[src/rtl/pulse_qualifier.sv]
// Synchronises and debounces an asynchronous external level, emitting one
// registered strobe per accepted rising transition plus a saturating event count.
module pulse_qualifier #(
    parameter int SYNC_STAGES     = 2,
    parameter int DEBOUNCE_CYCLES = 2500000,
    parameter int COUNT_WIDTH     = 32
) (
    input  logic                   clk,
    input  logic                   reset,
    input  logic                   in,
    input  logic                   enable,
    input  logic                   clear_count,
    output logic                   pulse,
    output logic                   level,
    output logic                   busy,
    output logic [COUNT_WIDTH-1:0] count,
    output logic                   overflow
);

    // state    | meaning
    // LOW      | level = 0, waiting for s = 1
    // RISE_CHK | s = 1 seen, counting consecutive high samples
    // HIGH     | level = 1, waiting for s = 0
    // FALL_CHK | s = 0 seen, counting consecutive low samples
    typedef enum logic [1:0] {
        LOW      = 2'd0,
        RISE_CHK = 2'd1,
        HIGH     = 2'd2,
        FALL_CHK = 2'd3
    } state_t;

    localparam logic [31:0] DB = 32'(DEBOUNCE_CYCLES);

    logic [SYNC_STAGES-1:0] sync_q;
    logic                   s;
    state_t                 state_q, state_d;
    logic [31:0]            cnt_q, cnt_d;
    logic                   rise_d;

    always_ff @(posedge clk) begin
        if (reset) begin
            sync_q <= '0;
        end else begin
            sync_q <= {sync_q[SYNC_STAGES-2:0], in};
        end
    end

    assign s = sync_q[SYNC_STAGES-1];

    always_ff @(posedge clk) begin
        if (reset) begin
            state_q <= LOW;
            cnt_q   <= '0;
        end else begin
            state_q <= state_d;
            cnt_q   <= cnt_d;
        end
    end

    // The counter saturates at DB so a stalled check state can never wrap it.
    always_comb begin
        state_d = state_q;
        cnt_d   = cnt_q;
        rise_d  = 1'b0;
        unique case (state_q)
            LOW: begin
                if (s) begin
                    cnt_d = 32'd1;
                    if (DB == 32'd1) begin
                        state_d = HIGH;
                        rise_d  = 1'b1;
                    end else begin
                        state_d = RISE_CHK;
                    end
                end
            end
            RISE_CHK: begin
                if (!s) begin
                    cnt_d   = '0;
                    state_d = LOW;
                end else begin
                    if (cnt_q < DB) cnt_d = cnt_q + 32'd1;
                    if (cnt_q + 32'd1 >= DB) begin
                        state_d = HIGH;
                        rise_d  = 1'b1;
                    end
                end
            end
            HIGH: begin
                if (!s) begin
                    cnt_d = 32'd1;
                    if (DB == 32'd1) begin
                        state_d = LOW;
                    end else begin
                        state_d = FALL_CHK;
                    end
                end
            end
            FALL_CHK: begin
                if (s) begin
                    cnt_d   = '0;
                    state_d = HIGH;
                end else begin
                    if (cnt_q < DB) cnt_d = cnt_q + 32'd1;
                    if (cnt_q + 32'd1 >= DB) state_d = LOW;
                end
            end
            default: begin
                state_d = LOW;
                cnt_d   = '0;
            end
        endcase
    end

    always_ff @(posedge clk) begin
        if (reset) begin
            level <= 1'b0;
            busy  <= 1'b0;
            pulse <= 1'b0;
        end else begin
            level <= (state_d == HIGH) || (state_d == FALL_CHK);
            busy  <= (state_d == RISE_CHK) || (state_d == FALL_CHK);
            pulse <= rise_d && enable;
        end
    end

    // A clear coinciding with a pulse keeps that event as the first new count.
    always_ff @(posedge clk) begin
        if (reset) begin
            count    <= '0;
            overflow <= 1'b0;
        end else if (clear_count) begin
            count    <= {{(COUNT_WIDTH-1){1'b0}}, pulse};
            overflow <= 1'b0;
        end else if (pulse) begin
            if (count == '1) begin
                overflow <= 1'b1;
            end else begin
                count <= count + COUNT_WIDTH'(1);
            end
        end
    end

endmodule

[config.mk]
export PLATFORM = sky130hd
export DESIGN_NAME = pulse_qualifier
export DESIGN_NICKNAME = d
export VERILOG_FILES = /design/src/rtl/pulse_qualifier.sv
export SDC_FILE = /design/constraint.sdc
export NUM_CORES = 1
export LEC_CHECK = 0
export BUFFER_PORTS_ARGS = -buffer_cell sky130_fd_sc_hd__buf_2
export CAP_MARGIN = 10
export CORE_ASPECT_RATIO = 0.7
export CORE_UTILIZATION = 53
export CTS_CLUSTER_DIAMETER = 120
export DETAILED_ROUTE_END_ITERATION = 6
export GPL_ROUTABILITY_DRIVEN = 0
export PLACE_DENSITY = 0.76
export SLEW_MARGIN = 10
export SYNTH_ARGS = -nofsm -noshare
export SYNTH_HDL_FRONTEND = slang
export SYNTH_SLANG_ARGS = --single-unit
[constraint.sdc]
create_clock -name clk -period 2.45 [get_ports clk]
set_input_delay 0.1225 -clock clk [delete_from_list [all_inputs] [get_ports clk]]
set_output_delay 0.1225 -clock clk [all_outputs]
set_load 0.05 [all_outputs]
==> impl_results.md, run 1 <==
- Outcome: complete, but fails checks
- Failing checks: negative setup slack
- EDFF count, synth: 0
- Via/cell ratio: 6.103
- First-pass DRT Iterations: 7
- Max IR drop VDD: around 0.00052 V
- Hold Crit Class: primary input to flop
- Crit path required time: between 2 and 3 ns
- WHS Path Cells: 3
- Max Buffers Root-to-Sink: 2
- Static Leak: around 2 nW
- Final Net Count: roughly 600
- Width of the die: roughly 100 um
- I/O pin cnt: between 40 and 50
- Row count: 25
- Core footprint: 6882 um2
- # fillers: around 490
- Setup crit start kind: flop
- Non-Filler Instances: about 700
- Total Power: roughly 0.0023 W
- M1 WL: around 5400 um
- TritonCTS buffer count: 9
- Distinct cells, synth: 56
- Worst-path clk slew: about 0.08 ns
- R2r endpoint: pulse$_SDFF_PP0_
- Largest net degree at the start of global routing: 33
- Final setup fails: 6
- Clk root buf: clkbuf_8
- GRT Residual Overflow: 0
- Reg2reg path depth: 10
- Total of max-cap violations: 0
- Critical path endpoint category: flop
- Fmax: ~370 MHz
- I/O Buffers: 40
- Commonest non-fill, non-tap cell in the layout: buf_4
- Skew-Pair Late Insertion Delay: approximately 0.35 ns
- Vias: ~4,200
- Relative slew slack: 0.5929
- Yosys warnings: 0
- Routed wire per std cell: about 17 um
- Clock share of power: 0.472
- Hold Path End: count[0]$_SDFFE_PP0P_
- Final Hold Vio Count: 0
- Sequential power share: 0.500
- Mapped Avg Cell Area: roughly 8 um2
- DRC: 0
- Int Power: about 0.0018 W
- WL final: roughly 12,000 um
- R2R setup slack: -0.23 ns
- Vias in the first global route: roughly 3,600
- Critical path fanouts, max: 5
- Register bit total from synthesis: between 70 and 80
- Unrepaired setup endpoints after global routing: yes
- P_sw: 0.0005280 W
- Syn nets: between 400 and 500
- CTS tree: yes
- Worst-margin pin slew: approximately 0.61 ns
- Number of placed instances, taps included: about 660
- Slew Limit Fails: 0
- Gate Count Post-Synth: 481
- Clk sink count: a little over 70
- Ant. Diodes: 0
- Overall routing resource usage: 0.2997
- Initial antenna violation count: 0
- WL met3: about 1100 um
- Synth Cell Area: about 3800 um2
- Final WS setup: -0.2288 ns
- H-tree Lvls: 3
- Min Tclk post-route: 2.679 ns
- Starting Density: 0.5578
- Combinational power share: 0.028
- Primary FF master, synth: dfxtp_1
- Sequential share of the synthesized area: 0.3703
- Antenna viol nets, final: 0
- Share of layout cells above drive strength 1: 0.3345
- CP Class: flop to flop
- Tcrit/Tclk final: 1.093
- Final TNS setup: -0.8758 ns
- Switching share of power: 0.2289
- Met2 WL: between 5000 and 6000 um
- HPWL after DPL: 8034 um
- Pwr Density: roughly 450 nW/um2
- Initial drt markers: between 400 and 500
- Full die area: about 7600 um2
- Pre-CTS worst setup slack: -0.1402 ns
- Most frequent cells in the layout: buf_4, dfxtp_1, nor2_1
- Worst EP arrival: ~3 ns
- Die Ht: ~73 um
- Synthesis-to-finish area growth: 34.29%
- Asr flop ratio synth: 0
- First-pass GRT wire length: 17,820 um
- Post-Route Skew: between 0.009 and 0.01 ns
- RR Startpoint: cnt_q[0]$_SDFFE_PP0P_
- Launch point of the worst hold path: clear_count
- Top sig layer: met4
==> what timing repair did <==
action | 4_1_cts | 5_1_grt
gates cloned | 0 | 1
hold endpoints to repair | 1 | 0
pin swaps | 2 | 26
gates resized for setup | 7 | 36
endpoints found under the setup margin | 25 | 39
buffers inserted | 0 | 5
hold buffers | 1 | 0
==> layout make-up <==
cell class / count / area, um2 / share of cell area
clock inverters: 6 / 92.59 / 0.01796
multi-input cells: 367 / 2422 / 0.4699
well taps: 94 / 117.6 / 0.02282
clock buffers: 10 / 137.6 / 0.02670
flip-flops and latches: 71 / 1459 / 0.2830
repair buffers: 122 / 865.8 / 0.1680
inverters: 16 / 60.06 / 0.01165
==> power groups by stage <==
stage / sequential (W) / combinational [W] / clock (W)
floorplan: 0.00119 / 0.0000292 / 0
global placement: 0.00118 / 0.0000517 / 0
detailed placement: 0.00118 / 0.0000528 / 0
CTS: 0.00116 / 0.0000546 / 0.00109
global route: 0.00115 / 0.0000676 / 0.00114
finish: 0.00115 / 0.0000647 / 0.00109
==> cell families (layout without fill, tap and decap cells) <==
logic type,after synthesis,after routing,share of synthesized area
buf+inv,43,154,0.04433
simple gates,227,227,0.3201
mux,6,6,0.01565
xor+xnor,29,29,0.06617
compound gates,102,102,0.1737
flops,71,71,0.3703
fa+ha+maj,3,3,0.009779
==> worst max-delay path by stage <==
| stage | cells after the start | start | endpoint |
|---|---|---|---|
| final | 10 | cnt_q[0]$_SDFFE_PP0P_ | pulse$_SDFF_PP0_ |
| after global routing | 8 | cnt_q[18]$_SDFFE_PP0P_ | pulse$_SDFF_PP0_ |
| after CTS | 8 | cnt_q[14]$_SDFFE_PP0P_ | pulse$_SDFF_PP0_ |
| after detailed placement | 9 | cnt_q[0]$_SDFFE_PP0P_ | pulse$_SDFF_PP0_ |
| after global placement | 9 | cnt_q[0]$_SDFFE_PP0P_ | pulse$_SDFF_PP0_ |
| after floorplan | 9 | cnt_q[0]$_SDFFE_PP0P_ | pulse$_SDFF_PP0_ |
==> through the flow <==
stage               utilization  hold slack [ns]  cell area (um2)
finish                   0.7491           0.1024             5155
global route             0.7491          0.09812             5155
CTS                      0.7222          0.09185             4970
detailed placement       0.6838           0.3488             4706
global placement         0.6838           0.3413             4706
floorplan                     -           0.2507             3943
==> synth_stat cells (3+ instances only) <==
library cell	count	area [um2]
dfxtp_1	71	1421
nand2_1	42	157.7
nor2_1	42	157.7
nand3_1	25	125.1
a21oi_1	24	120.1
o21ai_0	21	105.1
nand4_1	20	125.1
xnor2_1	20	175.2
clkbuf_1	19	71.32
nor3_1	16	80.08
a31oi_1	15	93.84
inv_1	15	56.30
and2_1	14	87.58
o211ai_1	11	82.58
and3_1	10	62.56
or3_1	10	62.56
nor4_1	9	56.30
xor2_1	9	78.83
buf_2	7	35.03
or4_1	7	52.55
and4_1	6	52.55
mux2i_1	6	60.06
nor2b_1	4	25.02
or2_2	4	25.02
a21o_1	3	22.52
a41oi_1	3	26.28
ha_1	3	37.54
nand2b_1	3	18.77
nand4b_1	3	26.28
o41ai_1	3	26.28
==> flip-flops by register name, indices dropped and copies added, names as in the netlist <==
signal / flops
cnt_q: 32
level: 1
busy: 1
overflow: 1
sync_q: 2
count: 32
state_q: 1
pulse: 1
==> critical path: stages, from the launching register on <==
cell and delay [ns]:
dfxtp_4 0.36, buf_4 0.13, and4_1 0.22, nand2_2 0.11
buf_4 0.18, nor4_4 0.29, mux2i_1 0.25, nand3_1 0.14
a22o_1 0.23, o41a_1 0.48, and2_1 0.19
==> routing by layer <==
metal	global-route usage	up-vias
met5	0	-
met4	0.09206	0
met3	0.07679	23
met2	0.4549	209
met1	0.4198	1970
li1	-	1985
No activity file was read; power rests on OpenSTA's default activity.
==> run 2: changes to the inputs <==
--- a/config.mk
+++ b/config.mk
@@ -12,7 +12,8 @@
 export CTS_CLUSTER_DIAMETER = 120
 export DETAILED_ROUTE_END_ITERATION = 6
 export GPL_ROUTABILITY_DRIVEN = 0
-export PLACE_DENSITY = 0.76
+export GPL_TIMING_DRIVEN = 0
+export PLACE_DENSITY = 0.86
 export SLEW_MARGIN = 10
 export SYNTH_ARGS = -nofsm -noshare
 export SYNTH_HDL_FRONTEND = slang
==> impl_results.md, run 2 (synthesis results as in run 1) <==
- Row count: 25 (unchanged)
- Final TNS setup: -1.930 ns (-1.054 ns)
- Switching share of power: 0.2198 (-0.009111)
- First-pass GRT wire length: 18,190 um (+2.1%)
- WL final: 12,950 um (+9.6%)
- Reg2reg path depth: 9 (-1)
- I/O Buffers: 40 (unchanged)
- Total Power: 0.002253 W (-2.3%)
- Non-Filler Instances: 660 (-3.8%)
- Synthesis-to-finish area growth: 32.24%
- RR Startpoint: cnt_q[1]$_SDFFE_PP0P_
- Worst EP arrival: 3.08 ns (+0.16 ns)
- Min Tclk post-route: 2.799 ns (+0.1199 ns)
- Worst-margin pin slew: 0.8909 ns (+0.2803 ns)
- CTS tree: yes
- Total of max-cap violations: 0 (unchanged)
- H-tree Lvls: 3 (unchanged)
- Pre-CTS worst setup slack: -0.5713 ns (-0.4311 ns)
- Failing checks: negative setup slack
- Antenna viol nets, final: 0 (unchanged)
- TritonCTS buffer count: 9 (unchanged)
- First-pass DRT Iterations: 7 (unchanged)
- Post-layout util: 0.7376 (-0.01145)
- Critical path endpoint category: flop
- Fmax: 357.3 MHz (-4.3%)
- Critical path origin: cnt_q[1]$_SDFFE_PP0P_
- Final Net Count: 569 (-4.4%)
- R2R setup slack: -0.35 ns (-0.12 ns)
- GRT Residual Overflow: 0 (unchanged)
- Largest registers: cnt_q: 32 flops, count: 32 flops, sync_q: 2 flops
- Routed wire per std cell: 19.61 um (+14%)
- Combinational power share: 0.030 (+0.002)
- I/O pin cnt: 41 (unchanged)
- Final Hold Vio Count: 0 (unchanged)
- Ant. Diodes: 0 (unchanged)
- Die Ht: 73.21 um (unchanged)
- Via/cell ratio: 6.580 (+7.8%)
- Setup crit start kind: flop
- Int Power: 0.001758 W (-1.2%)
- Share of layout cells above drive strength 1: 0.2951 (-0.03941)
- Initial antenna violation count: 0 (unchanged)
- Overall routing resource usage: 0.3069 (+0.007168)
- Unrepaired setup endpoints after global routing: yes
- Relative slew slack: 0.4038 (-0.1891)
- R2r endpoint: busy$_SDFF_PP0_
- Initial drt markers: 551 (+29%)
- Tcrit/Tclk final: 1.142 (+0.04895)
- Setup crit end: busy$_SDFF_PP0_
- Post-Route Skew: 0.01080 ns (+0.0009573 ns)
- Worst-path clk slew: 0.08 ns (about the same)
- Sequential power share: 0.513 (+0.013)
- Max Buffers Root-to-Sink: 2 (unchanged)
- Number of placed instances, taps included: 615 (-7.2%)
- P_sw: 0.0004952 W (-6.2%)
- CP Class: flop to flop
- WHS Path Cells: 4 (+1)
- Final WS setup: -0.3487 ns (-0.1199 ns)
- Clk sink count: 71 (unchanged)
- Crit path required time: 2.73 ns (+0.04 ns)
- Starting Density: 0.5578 (unchanged)
- Max IR drop VDD: 0.0004391 V (-15%)
- Hold Crit Class: primary input to flop
- Clock share of power: 0.458 (-0.014)
- Width of the die: 103.7 um (unchanged)
- Static Leak: 1.934 nW (-1.8%)
- Most frequent cells in the layout: dfxtp_1, nor2_1, buf_2
- Largest net degree at the start of global routing: 12 (-64%)
- Full die area: 7593 um2 (unchanged)
- HPWL after DPL: 7587 um (-5.6%)
- Vias in the first global route: 3,709 (+2.2%)
- Core footprint: 6882 um2 (unchanged)
- DRC: 0 (unchanged)
- Vias: 4,343 (+3.7%)
- Skew-Pair Late Insertion Delay: 0.36 ns (about the same)
- Critical path fanouts, max: 4 (-1)
- Commonest non-fill, non-tap cell in the layout: dfxtp_1
- Outcome: complete, but fails checks
- Clk root buf: clkbuf_8
- Pwr Density: 443.8 nW/um2 (-0.81%)
- Slew Limit Fails: 0 (unchanged)
- Final setup fails: 16 (+10)
## run 2: routing by layer
metal,GRT usage,share of wire,up-vias
li1,-,-,1938
met1,0.4068,0.40,2014
met2,0.4668,0.44,324
met3,0.1036,0.12,67
met4,0.1143,0.036,0
met5,0,0,-
## run 2: repair_timing
action / 4_1_cts / 5_1_grt
buffers inserted: 16 / 12
gates resized for setup: 44 / 38
hold endpoints to repair: 1 / 0
pin swaps: 14 / 36
hold buffers: 1 / 0
setup endpoints to repair: 52 / 44
cloned: 0 / 3
## run 2: worst min path at each step
stage / startpoint / endpoint
after global placement: in / sync_q[0]$_SDFF_PP0_
after CTS: clear_count / count[0]$_SDFFE_PP0P_
after floorplan: in / sync_q[0]$_SDFF_PP0_
final: clear_count / count[0]$_SDFFE_PP0P_
after detailed placement: in / sync_q[0]$_SDFF_PP0_
after global routing: clear_count / count[0]$_SDFFE_PP0P_
## run 2: power by group through the flow
| stage | combinational [W] | clock, W | sequential, W |
|---|---|---|---|
| 2_1_floorplan | 0.0000292 | 0 | 0.00119 |
| 3_3_place_gp | 0.0000487 | 0 | 0.00118 |
| 3_5_place_dp | 0.0000506 | 0 | 0.00119 |
| 4_1_cts | 0.0000579 | 0.00103 | 0.00115 |
| 5_1_grt | 0.0000710 | 0.00108 | 0.00115 |
| 6_report | 0.0000672 | 0.00103 | 0.00115 |
## run 2: stage by stage
stage	instance area (um2)	hold slack [ns]
finish	5076	0.1005
floorplan	3943	0.2507
CTS	4761	0.1040
global route	5076	0.1315
detailed placement	4260	0.3452
global placement	4260	0.3366
## run 2: area by class of cell
type	instances	area, um2
timing repair buffer	71	510.5
buffer	24	166.4
clock inverter	2	35.03
tap	94	117.6
multi-input combinational	368	2541
inverter	16	60.06
sequential	71	1461
fill	473	1805
clock buffer	14	183.9
## run 2: critical path: stages, from the launching register on
cell	delay, ns
dfxtp_4	0.37
ha_4	0.17
nand3_4	0.10
or4_4	0.57
o31a_1	0.31
a31oi_2	0.21
nand2b_1	0.17
a2111oi_2	0.05
o41a_1	0.53
nor3_2	0.22
